===== src/rtl/matrix_scalar_division_if.sv =====
// Element stream for the matrix-by-scalar divider: upstream element/scalar in,
// downstream quotient out with last-element and divide-by-zero markers.
interface matrix_scalar_division_if #(
    parameter int unsigned DW = 32
) ();
    logic          valid_in;
    logic          ready_in;
    logic [DW-1:0] data_a;
    logic [DW-1:0] data_b;
    logic          valid_out;
    logic          ready_out;
    logic [DW-1:0] result;
    logic          last_out;
    logic          div_by_zero;

    modport master (
        output valid_in, data_a, data_b, ready_out,
        input  ready_in, valid_out, result, last_out, div_by_zero
    );

    modport slave (
        input  valid_in, data_a, data_b, ready_out,
        output ready_in, valid_out, result, last_out, div_by_zero
    );
endinterface


===== src/rtl/matrix_scalar_division.sv =====
// Streaming element-wise C = A / s using a bit-serial restoring divider on magnitudes;
// the scalar is captured on the first element of each ROWS*COLS frame.
module matrix_scalar_division #(
    parameter int unsigned DW   = 32,
    parameter int unsigned ROWS = 4,
    parameter int unsigned COLS = 4
) (
    input logic                     clk,
    input logic                     rst_n,
    matrix_scalar_division_if.slave bus
);

    localparam int unsigned NElem = ROWS * COLS;
    localparam int unsigned CntW  = (NElem > 1) ? $clog2(NElem) : 1;
    localparam int unsigned ItW   = $clog2(DW + 1);
    localparam logic [DW-1:0] MaxPos = {1'b0, {(DW-1){1'b1}}};
    localparam logic [DW-1:0] MinNeg = {1'b1, {(DW-1){1'b0}}};
    localparam logic [CntW-1:0] LastIdx = CntW'(NElem - 1);

    typedef enum logic [1:0] {StIdle, StCalc, StDone} state_e;

    state_e          state_q, state_d;
    logic [CntW-1:0] elem_cnt_q;
    logic [ItW-1:0]  iter_q;
    logic [DW-1:0]   dvd_q;
    logic [DW-1:0]   rem_q;
    logic [DW-1:0]   scalar_q;
    logic            sign_a_q;
    logic [DW-1:0]   result_q;
    logic            dbz_q;

    logic            accept;
    logic [DW-1:0]   abs_a;
    logic [DW-1:0]   abs_s;
    logic [DW:0]     rem_sh;
    logic [DW+1:0]   trial;
    logic            q_bit;
    logic [DW-1:0]   rem_nxt;
    logic            neg_q;
    logic [DW-1:0]   res_fin;
    logic            unused_bits;

    // State register
    always_ff @(posedge clk or negedge rst_n) begin
        if (!rst_n) begin
            state_q <= StIdle;
        end else begin
            state_q <= state_d;
        end
    end

    // Next-state logic
    always_comb begin
        state_d = state_q;
        case (state_q)
            StIdle:  if (accept) state_d = StCalc;
            StCalc:  if (iter_q == '0) state_d = StDone;
            StDone:  if (bus.ready_out) state_d = StIdle;
            default: state_d = StIdle;
        endcase
    end

    // Handshake outputs; ready_in is forced low while reset is held
    always_comb begin
        bus.ready_in    = (state_q == StIdle) && rst_n;
        bus.valid_out   = (state_q == StDone);
        bus.last_out    = (state_q == StDone) && (elem_cnt_q == LastIdx);
        bus.result      = result_q;
        bus.div_by_zero = dbz_q;
    end

    assign accept = bus.valid_in && bus.ready_in;

    // Magnitudes are unsigned, so |-2^(DW-1)| = 2^(DW-1) still fits in DW bits.
    assign abs_a = bus.data_a[DW-1] ? -bus.data_a : bus.data_a;
    assign abs_s = scalar_q[DW-1]   ? -scalar_q   : scalar_q;

    // One restoring step: shift in the next dividend bit, trial-subtract the divisor.
    always_comb begin
        rem_sh  = {rem_q, dvd_q[DW-1]};
        trial   = {1'b0, rem_sh} - {2'b00, abs_s};
        q_bit   = ~trial[DW+1];
        rem_nxt = q_bit ? trial[DW-1:0] : rem_sh[DW-1:0];
    end

    // Top bits only matter when the divisor is zero, and that quotient is overridden.
    assign unused_bits = ^{trial[DW], rem_sh[DW]};

    // Sign fix-up and saturation of the unsigned quotient held in dvd_q.
    always_comb begin
        neg_q = sign_a_q ^ scalar_q[DW-1];
        if (scalar_q == '0) begin
            res_fin = sign_a_q ? MinNeg : MaxPos;
        end else if (neg_q) begin
            res_fin = -dvd_q;
        end else if (dvd_q[DW-1]) begin
            res_fin = MaxPos;
        end else begin
            res_fin = dvd_q;
        end
    end

    // Datapath and frame bookkeeping
    always_ff @(posedge clk or negedge rst_n) begin
        if (!rst_n) begin
            elem_cnt_q <= '0;
            iter_q     <= '0;
            dvd_q      <= '0;
            rem_q      <= '0;
            scalar_q   <= '0;
            sign_a_q   <= 1'b0;
            result_q   <= '0;
            dbz_q      <= 1'b0;
        end else begin
            case (state_q)
                StIdle: begin
                    if (accept) begin
                        dvd_q    <= abs_a;
                        sign_a_q <= bus.data_a[DW-1];
                        rem_q    <= '0;
                        iter_q   <= ItW'(DW);
                        if (elem_cnt_q == '0) scalar_q <= bus.data_b;
                    end
                end
                StCalc: begin
                    if (iter_q != '0) begin
                        rem_q  <= rem_nxt;
                        dvd_q  <= {dvd_q[DW-2:0], q_bit};
                        iter_q <= iter_q - 1'b1;
                    end else begin
                        result_q <= res_fin;
                        dbz_q    <= (scalar_q == '0);
                    end
                end
                StDone: begin
                    if (bus.ready_out) begin
                        elem_cnt_q <= (elem_cnt_q == LastIdx) ? '0 : elem_cnt_q + 1'b1;
                    end
                end
                default: ;
            endcase
        end
    end

endmodule


===== src/flat_wrapper.sv =====
// flat-port wrapper written by rule: the top's interface ports become plain ports
module matrix_scalar_division_flat 
#(
    parameter int unsigned DW   = 32,
    parameter int unsigned ROWS = 4,
    parameter int unsigned COLS = 4
)
  (clk, rst_n, bus_valid_in, bus_data_a, bus_data_b, bus_ready_out, bus_ready_in, bus_valid_out, bus_result, bus_last_out, bus_div_by_zero);
  matrix_scalar_division_if #(.DW(DW)) bus_i ();
  input logic clk;
  input logic rst_n;
  input wire logic [$bits(bus_i.valid_in)-1:0] bus_valid_in;
  input wire logic [$bits(bus_i.data_a)-1:0] bus_data_a;
  input wire logic [$bits(bus_i.data_b)-1:0] bus_data_b;
  input wire logic [$bits(bus_i.ready_out)-1:0] bus_ready_out;
  output wire logic [$bits(bus_i.ready_in)-1:0] bus_ready_in;
  output wire logic [$bits(bus_i.valid_out)-1:0] bus_valid_out;
  output wire logic [$bits(bus_i.result)-1:0] bus_result;
  output wire logic [$bits(bus_i.last_out)-1:0] bus_last_out;
  output wire logic [$bits(bus_i.div_by_zero)-1:0] bus_div_by_zero;
  assign bus_i.valid_in = bus_valid_in;
  assign bus_i.data_a = bus_data_a;
  assign bus_i.data_b = bus_data_b;
  assign bus_i.ready_out = bus_ready_out;
  assign bus_ready_in = bus_i.ready_in;
  assign bus_valid_out = bus_i.valid_out;
  assign bus_result = bus_i.result;
  assign bus_last_out = bus_i.last_out;
  assign bus_div_by_zero = bus_i.div_by_zero;
  matrix_scalar_division #(.DW(DW), .ROWS(ROWS), .COLS(COLS)) u_core (.clk(clk), .rst_n(rst_n), .bus(bus_i));
endmodule

===== config.mk =====
export PLATFORM = sky130hd
export DESIGN_NAME = matrix_scalar_division_flat
export DESIGN_NICKNAME = d
export VERILOG_FILES = /design/src/rtl/matrix_scalar_division_if.sv /design/src/rtl/matrix_scalar_division.sv /design/src/flat_wrapper.sv
export SDC_FILE = /design/constraint.sdc
export NUM_CORES = 1
export LEC_CHECK = 0
export CAP_MARGIN = 20
export CORE_MARGIN = 2
export CORE_UTILIZATION = 40
export DETAILED_ROUTE_END_ITERATION = 8
export HOLD_SLACK_MARGIN = 0.06
export MAX_ROUTING_LAYER = met4
export SYNTH_ARGS = -nofsm -noshare
export SYNTH_HDL_FRONTEND = slang
export SYNTH_SLANG_ARGS = --single-unit

===== constraint.sdc =====
create_clock -name clk -period 9.13 [get_ports clk]
set_input_delay 1.826 -clock clk [delete_from_list [all_inputs] [get_ports clk]]
set_output_delay 1.826 -clock clk [all_outputs]
set_load 0.02 [all_outputs]

==> results of run 1 <==
[metal layers]
layer	global-route usage	vias up	share of wire	wire [µm]
met1	0.280	4364	0.46	12500
met3	0.0312	33	0.047	1260
met5	-	-	0	0
li1	-	4525	-	-
met4	0.0591	0	0.017	457
met2	0.343	225	0.47	12600
[worst paths after layout]
check	end	startpoint
worst min register to register	u_core.bus.result[10]$_DFFE_PN0P_	u_core.bus.result[10]$_DFFE_PN0P_
worst min-delay path	u_core.bus.result[10]$_DFFE_PN0P_	u_core.bus.result[10]$_DFFE_PN0P_
min in group asynchronous	u_core.bus.result[29]$_DFFE_PN0P_	rst_n
worst max-delay path	bus_ready_in	rst_n
worst max register to register	u_core.rem_q[6]$_DFFE_PN0P_	u_core.scalar_q[5]$_DFFE_PN0P_
max in group asynchronous	u_core.scalar_q[31]$_DFFE_PN0P_	rst_n
[synthesized netlist by cell type (all sizes together), types with 13 or more instances]
master  count
a21oi      74
a22oi      24
a31oi      28
clkbuf     65
dfrtp     142
ha         39
inv        32
mux2       33
mux2i      20
nand2     111
nand3      38
nor2       94
nor3       35
o21ai     146
o221ai     14
o31ai      24
or3        19
or4        13
xnor2      20
xor2       67
[area by class of cell]
cell class | instances | area [µm²]
Multi-Input combinational cell | 945 | 6180
Clock buffer | 17 | 425
Clock inverter | 15 | 153
Fill cell | 2422 | 13000
Tap cell | 330 | 413
Sequential cell | 142 | 3550
Timing Repair Buffer | 117 | 1160
Inverter | 32 | 120
[cells by family after synthesis]
kind of cell / synth area share
flip-flops: 0.350
adder cells (fa/ha/maj): 0.0501
multiplexers: 0.0564
XOR/XNOR: 0.0752
AO/OA/AOI/OAI: 0.245
buffers and inverters: 0.0428
AND/OR/NAND/NOR: 0.180
[cells in the final DEF, fill, tap and decap left out, types with 7 or more instances in the layout]
master           Yosys  final
a21o_1              12     12
a21oi_1             64     64
a21oi_2             10     10
a22oi_1             24     24
a31oi_1             28     28
a32oi_1              8      8
buf_4                1     13
clkbuf_16            0     17
clkdlybuf4s50_1      0    102
dfrtp_1            142    141
ha_1                39     39
inv_1               32     32
mux2_2              33     33
mux2i_1             20     20
nand2_1            111    110
nand2b_1            10     10
nand3_1             38     38
nor2_1              92     91
nor2b_1              8      8
nor3_1              35     35
nor4_1               8      8
o211ai_1             7      7
o21ai_0            145    145
o221ai_1            14     14
o311ai_0            10     10
o31ai_1             24     24
o41ai_1             12     12
or3_1               19     19
or4_1               11     11
xnor2_1             20     20
xor2_1              67     66
[worst max-delay path, stage by stage]
cell and delay (ns):
buf_6 0.54, nor3b_1 0.42, clkdlybuf4s50_1 0.68
[flip-flops by register name, indices dropped and copies added (netlist names)]
| register | cells |
|---|---|
| u_core.elem_cnt_q | 4 |
| u_core.scalar_q | 32 |
| u_core.bus.div_by_zero | 1 |
| u_core.sign_a_q | 1 |
| u_core.iter_q | 6 |
| u_core.bus.result | 32 |
| u_core.dvd_q | 32 |
| u_core.state_q | 2 |
| u_core.rem_q | 32 |
[stage by stage]
step	instance area, µm²	worst slack [ns]	instances	util
finish	12000	3.77	1598	0.479
CTS	12000	3.71	1598	0.479
detailed placement	11400	3.71	1566	0.456
global route	12000	3.50	1598	0.479
floorplan	10100	4.59	1196	-
global placement	11400	3.72	1565	0.455
[where the power goes]
part | total (mW) | switching (mW) | leakage (nW) | internal, mW
clock network | 0.695 | 0.311 | 0.283 | 0.385
registers | 1.23 | 0.305 | 1.78 | 0.926
logic | 3.36 | 1.94 | 2.88 | 1.42
==> impl_metrics.ini, run 1 <==
[clock_tree]
cts-resized-gates = 0
clk_pin_slew_worst_paths_ns = 0.07
clockBufferDepth = 2
cts_tree = done
cts-htree-levels = 4
clk-insertion-delay-late_ns = 0.44
post_cts_buffers = 0
cts_buffers = 17
hold_buffers = 0
cts-root-buf = clkbuf_16
cts_sinks = 142

[die]
io_pins = 104
fp.dieW_um = 163
initial_utilization = 0.405
rows = 58
core-area_mm2 = 0.0250
dieArea_mm2 = 0.0266
die_y_um = 163

[synthesis]
synth_area_leaders = dfrtp_1 35%, o21ai_0 7.2%, xor2_1 5.8%, ha_1 4.8%, nand2_1 4.1%
syn_area_mm2 = 0.0101
synth.top_cell.area_share = 0.350
synth_cell_types = 70
synth_area_leader_cell = dfrtp_1
synthCells = 1196
ys_seq_area_frac = 0.350
syn_avg_cell_area_um2 = 8.48
synthArstFlopShare = 1.00
syn-num-nets = 1304
yosysWarningCount = 0
synth_edf_count = 0
synthFlopType = dfrtp_1
ys_ff_latch = 142

[power_and_ir_drop]
total_power_mw = 5.29
vdd_drop_max_v = 0.000184
power.leakage_nw = 4.95
powerDensity_mw_per_mm2 = 441

[timing]
setup_tns_ns = 0
rsz0062_at_grt = false
hold_violations = 0
period_share = 0.587
tightest_slew_ns = 0.975
hold_ws_ns = 0.479
slew_violations = 0
setup_viol = 0
max_clock_freq_mhz = 187
slew_headroom = 0.348
clock_skew_ns = 0.00921
layout_min_cycle_time_ns = 5.36

[global_route]
track_usage = 0.213
grt_max_degree = 86
antenna_found_initial = 0
grt_pass1_wl_um = 44100
overflow = 0
grt_pass1_vias = 8435

[layout]
drive_above_1_share = 0.0860
antenna_cells = 0
syn2layout_area_growth_pct = 18.4
nNetsFinal = 1363

[routing]
viasPerCell = 5.72
routed_wl_um = 26800
drt_pass1_iterations = 5
drt_iter0_markers = 627
vias = 9147
wl_per_cell_um = 16.8
drcViolationCount = 0
postRouteAntennaNets = 0

[setup_path]
critical_path_class = primary input to output port
start_kind = primary input
crit_required_ns = 7.30
end_kind = output port
path_max_fanout = 85
rr_worst_depth = 16
r2r_slack_ns = 4.17
arrival_ns = 3.53

[worst_hold_path]
hold_depth = 2
min_path_type = register to register

[outcome]
outcome = finished clean

[job]
cap_viol_max_count = 0

[place]
globalplace.congestion = 0.864
io_buffer_count = 103
dpl.hpwl_um = 19000
Power figures use the tool's default switching activity.
==> inputs of run 2 (changes only) <==
- clock period: 9.13 -> 5.4 ns (I/O delays scaled with it)
==> run 2 against run 1 <==
Net effect:
- register-to-register slack lost 3.5 ns
- via count up 0.89%
- total power rose by 72%
- final cell count grew 0.44%
- combinational power rose by 74%
- global-route usage increased by 0.64 points
- first-iteration DRC count up 4.1%
- sequential cell count unchanged
- critical path depth rose by 14
- core utilization rose by 0.15 points
- clock power up 68%
- critical endpoint is now u_core.rem_q[30]$_DFFE_PN0P_
- largest power group unchanged
==> impl_metrics.ini, run 2 (same netlist as run 1, synthesis figures left out) <==
[outcome]
outcome = finished clean

[global_route]
overflow = 0
track_usage = 0.219
grt_pass1_wl_um = 45400
grt_max_degree = 69
grt_pass1_vias = 8482
antenna_found_initial = 0

[timing]
slew_violations = 0
period_share = 0.875
clock_skew_ns = 0.0135
tightest_slew_ns = 1.13
hold_violations = 0
setup_tns_ns = 0
rsz0062_at_grt = false
max_clock_freq_mhz = 212
setup_viol = 0
layout_min_cycle_time_ns = 4.72
fin_ws_ns = 0.676
slew_headroom = 0.249

[place]
globalplace.congestion = 0.864
io_buffer_count = 103
dp_slack_ns = 0.724
dpl.hpwl_um = 19700

[layout]
final_common_cell = o21ai_0
layout_common_cells = 145 x o21ai_0, 141 x dfrtp_1, 111 x nand2_1
antenna_cells = 0
nNetsFinal = 1370
drive_above_1_share = 0.0894
syn2layout_area_growth_pct = 18.7
fillers = 2444

[routing]
wl_per_cell_um = 17.3
drcViolationCount = 0
postRouteAntennaNets = 0
viasPerCell = 5.75
drt_iter0_markers = 653
drt_pass1_iterations = 5
routed_wl_um = 27800
vias = 9228

[setup_path]
path_max_fanout = 6
crit_required_ns = 5.73
end_kind = register
start_kind = register
critical_path_class = register to register
arrival_ns = 5.06

[clock_tree]
clockBufferDepth = 2
cts_buffers = 17
clk_pin_slew_worst_paths_ns = 0.07
cts_sinks = 142
hold_buffers = 0
cts_tree = done
post_cts_buffers = 0
cts-htree-levels = 4
cts-resized-gates = 0
cts-root-buf = clkbuf_16
clk-insertion-delay-late_ns = 0.43

[job]
cap_viol_max_count = 0

[die]
die_y_um = 163
core-area_mm2 = 0.0250
fp.dieW_um = 163
io_pins = 104
dieArea_mm2 = 0.0266
rows = 58
initial_utilization = 0.405

[power_and_ir_drop]
vdd_drop_max_v = 0.000296
total_power_mw = 9.12
powerDensity_mw_per_mm2 = 757
power.leakage_nw = 4.96

[worst_hold_path]
min_path_type = primary input to asynchronous set/reset pin
## run 2: cell count changes in the layout (fill, tap and decap cells not counted), sizes merged
cell / previous run / this run
clkinvlp: 1 / 5
inv: 40 / 37
buf: 15 / 22
clkinv: 5 / 2
clkbuf: 17 / 19
## run 2: routing by layer
metal	GRT usage	up-vias	part of all wire	routed length (µm)
li1	-	4536	-	-
met1	0.302	4392	0.47	13000
met2	0.342	280	0.47	13100
met3	0.0297	20	0.048	1350
met4	0.0551	0	0.010	289
met5	-	-	0	0
## run 2: layout make-up
type | count | area (µm²) | share of cell area
flip-flops and latches | 142 | 3550 | 0.295
well taps | 330 | 413 | 0.0343
clock buffers | 19 | 443 | 0.0368
repair buffers | 124 | 1200 | 0.0999
inverters | 32 | 120 | 0.00998
clock inverters | 13 | 131 | 0.0109
multi-input cells | 945 | 6170 | 0.513
## run 2: power breakdown
part	internal [mW]	switching [mW]
logic	2.49	3.36
clock network	0.657	0.515
registers	1.57	0.536
total	4.71	4.41
## run 2: path summary, 6_finish.rpt
check / from / cells after the start / slack (ns) / to
hold / removal: rst_n / 1 / 0.47 / u_core.bus.result[28]$_DFFE_PN0P_
setup / recovery: u_core.scalar_q[5]$_DFFE_PN0P_ / 17 / 0.68 / u_core.rem_q[30]$_DFFE_PN0P_
min in group clk: u_core.bus.result[11]$_DFFE_PN0P_ / 2 / 0.48 / u_core.bus.result[11]$_DFFE_PN0P_
setup reg to reg: u_core.scalar_q[5]$_DFFE_PN0P_ / 17 / 0.68 / u_core.rem_q[30]$_DFFE_PN0P_
hold reg to reg: u_core.bus.result[11]$_DFFE_PN0P_ / 2 / 0.48 / u_core.bus.result[11]$_DFFE_PN0P_
max in group asynchronous: rst_n / 2 / 3.82 / u_core.rem_q[23]$_DFFE_PN0P_
## run 2: critical path: stages, from the launching register on
cell and delay [ns]:
dfrtp_1 0.45, or4_4 0.56, or3_1 0.42, or2_2 0.32, nor2_1 0.23, nand2_1 0.11
o21ai_0 0.22, xor2_1 0.17, ha_1 0.32, a21oi_1 0.32, o21bai_1 0.10, a21o_1 0.20
a21oi_1 0.30, o21ai_0 0.18, or3_1 0.33, mux2i_1 0.14, a311oi_1 0.07, o31ai_1 0.20
## run 2: metrics by stage
step	utilization	instances	hold slack, ns	area, µm²
after global routing	0.481	1605	0.460	12000
final	0.481	1605	0.466	12000
after detailed placement	0.458	1573	0.471	11500
after CTS	0.481	1605	0.454	12000
after global placement	0.458	1573	0.465	11500
after floorplan	-	1196	0.461	10100
==> inputs of run 3 (changes only) <==
- clock period: 5.4 -> 5.87 ns (I/O delays scaled with it)
==> run 3 against run 2 <==
Net effect:
- first-iteration DRC count is 6.1% lower
- highest routed layer unchanged
- critical path depth is 2 lower
- register-to-register slack better by 0.32 ns
- count of clock-buffer cells in the layout is 2 lower
==> impl_metrics.ini, run 3 (same netlist as run 1, synthesis figures left out) <==
[layout]
syn2layout_area_growth_pct = 18.7
final_common_cell = o21ai_0
final_util = 0.481
regArea_mm2 = 0.00355
stdcell_count = 1601
multi_input_area_mm2 = 0.00618
antenna_cells = 0
layout_common_cells = 145 x o21ai_0, 141 x dfrtp_1, 110 x nand2_1
nNetsFinal = 1366
final_area_mm2 = 0.0120
fillers = 2425
drive_above_1_share = 0.0881

[clock_tree]
clk-insertion-delay-late_ns = 0.44
cts_buffers = 17
cts-resized-gates = 0
cts-root-buf = clkbuf_16
cts_sinks = 142
post_cts_buffers = 0
cts_tree = done
cts-htree-levels = 4
clockBufferDepth = 2
clk_pin_slew_worst_paths_ns = 0.06
hold_buffers = 0

[die]
rows = 58
io_pins = 104
core-area_mm2 = 0.0250
fp.dieW_um = 163
die_y_um = 163
dieArea_mm2 = 0.0266
initial_utilization = 0.405

[job]
cap_viol_max_count = 0

[timing]
setup_tns_ns = 0
tightest_slew_ns = 0.993
rsz0062_at_grt = false
hold_ws_ns = 0.477
layout_min_cycle_time_ns = 4.87
fin_ws_ns = 0.999
hold_violations = 0
period_share = 0.830
setup_viol = 0
slew_headroom = 0.337
slew_violations = 0
max_clock_freq_mhz = 205
clock_skew_ns = 0.0125

[setup_path]
start_kind = register
critical_path_class = register to register
arrival_ns = 5.18
crit_required_ns = 6.18
reg2reg_from = u_core.scalar_q[5]$_DFFE_PN0P_
path_max_fanout = 30
end_kind = register
r2r_slack_ns = 1.0
r2r-end = u_core.dvd_q[0]$_DFFE_PN0P_
rr_worst_depth = 15
crit_start = u_core.scalar_q[5]$_DFFE_PN0P_

[routing]
drt_iter0_markers = 613
drcViolationCount = 0
drt_pass1_iterations = 5
vias = 9233
wl_per_cell_um = 17.1
routed_wl_um = 27400
postRouteAntennaNets = 0
viasPerCell = 5.77

[global_route]
antenna_found_initial = 0
overflow = 0
track_usage = 0.219
grt_pass1_vias = 8690
grt_pass1_wl_um = 45600
grt_max_degree = 68

[power_and_ir_drop]
total_power_mw = 8.32
vdd_drop_max_v = 0.000272
powerDensity_mw_per_mm2 = 691
power.leakage_nw = 4.97

[place]
dp_cells = 1568
io_buffer_count = 103
globalplace.congestion = 0.897
dpl.hpwl_um = 19500
dpl_cell_area_mm2 = 0.0114
dp_slack_ns = 1.04

[worst_hold_path]
hold_start = u_core.bus.result[17]$_DFFE_PN0P_
hold_depth = 2
hold_path_end = u_core.bus.result[17]$_DFFE_PN0P_
min_path_type = register to register

[outcome]
outcome = finished clean
## run 3: cell count changes in the layout (fill, tap and decap cells not counted), sizes merged
cell,delta
buf,-4
clkbuf,-2
clkinv,+1
clkinvlp,-5
inv,+6
## run 3: final cells by class
type,instances,area share
Clock buffer,17,0.0353
Clock inverter,15,0.0138
Inverter,32,0.00998
Multi-Input combinational cell,945,0.513
Sequential cell,142,0.295
Tap cell,330,0.0343
Timing Repair Buffer,120,0.0980
## run 3: worst max path at each step
stage | slack (ns) | cells after the start | endpoint
floorplan | 1.33 | 18 | u_core.dvd_q[0]$_DFFE_PN0P_
global placement | 1.16 | 16 | u_core.dvd_q[0]$_DFFE_PN0P_
detailed placement | 1.04 | 16 | u_core.rem_q[7]$_DFFE_PN0P_
CTS | 1.02 | 16 | u_core.dvd_q[0]$_DFFE_PN0P_
global route | 0.60 | 15 | u_core.rem_q[12]$_DFFE_PN0P_
finish | 1.0 | 15 | u_core.dvd_q[0]$_DFFE_PN0P_
## run 3: critical path, stage by stage (launching register included)
cell	delay, ns
dfrtp_1	0.43
or4_4	0.56
or3_1	0.44
or4_4	0.50
or3_1	0.34
o21ai_0	0.20
xor2_1	0.17
ha_1	0.32
a21oi_1	0.22
o21ai_0	0.14
a2bb2oi_1	0.21
nand2_1	0.14
o21ai_4	0.30
buf_4	0.40
nor2_1	0.07
a221o_1	0.28
## run 3: where the power goes
group	internal (mW)	total [mW]	switching (mW)
clock	0.607	1.10	0.496
sequential	1.44	1.93	0.489
combinational	2.23	5.29	3.05
## run 3: routing by layer
| metal | track usage | routed length, µm | vias to the layer above |
|---|---|---|---|
| li1 | - | - | 4543 |
| met4 | 0.0535 | 420 | 0 |
| met3 | 0.0295 | 1360 | 36 |
| met1 | 0.297 | 12700 | 4410 |
| met5 | - | 0 | - |
| met2 | 0.348 | 12900 | 244 |
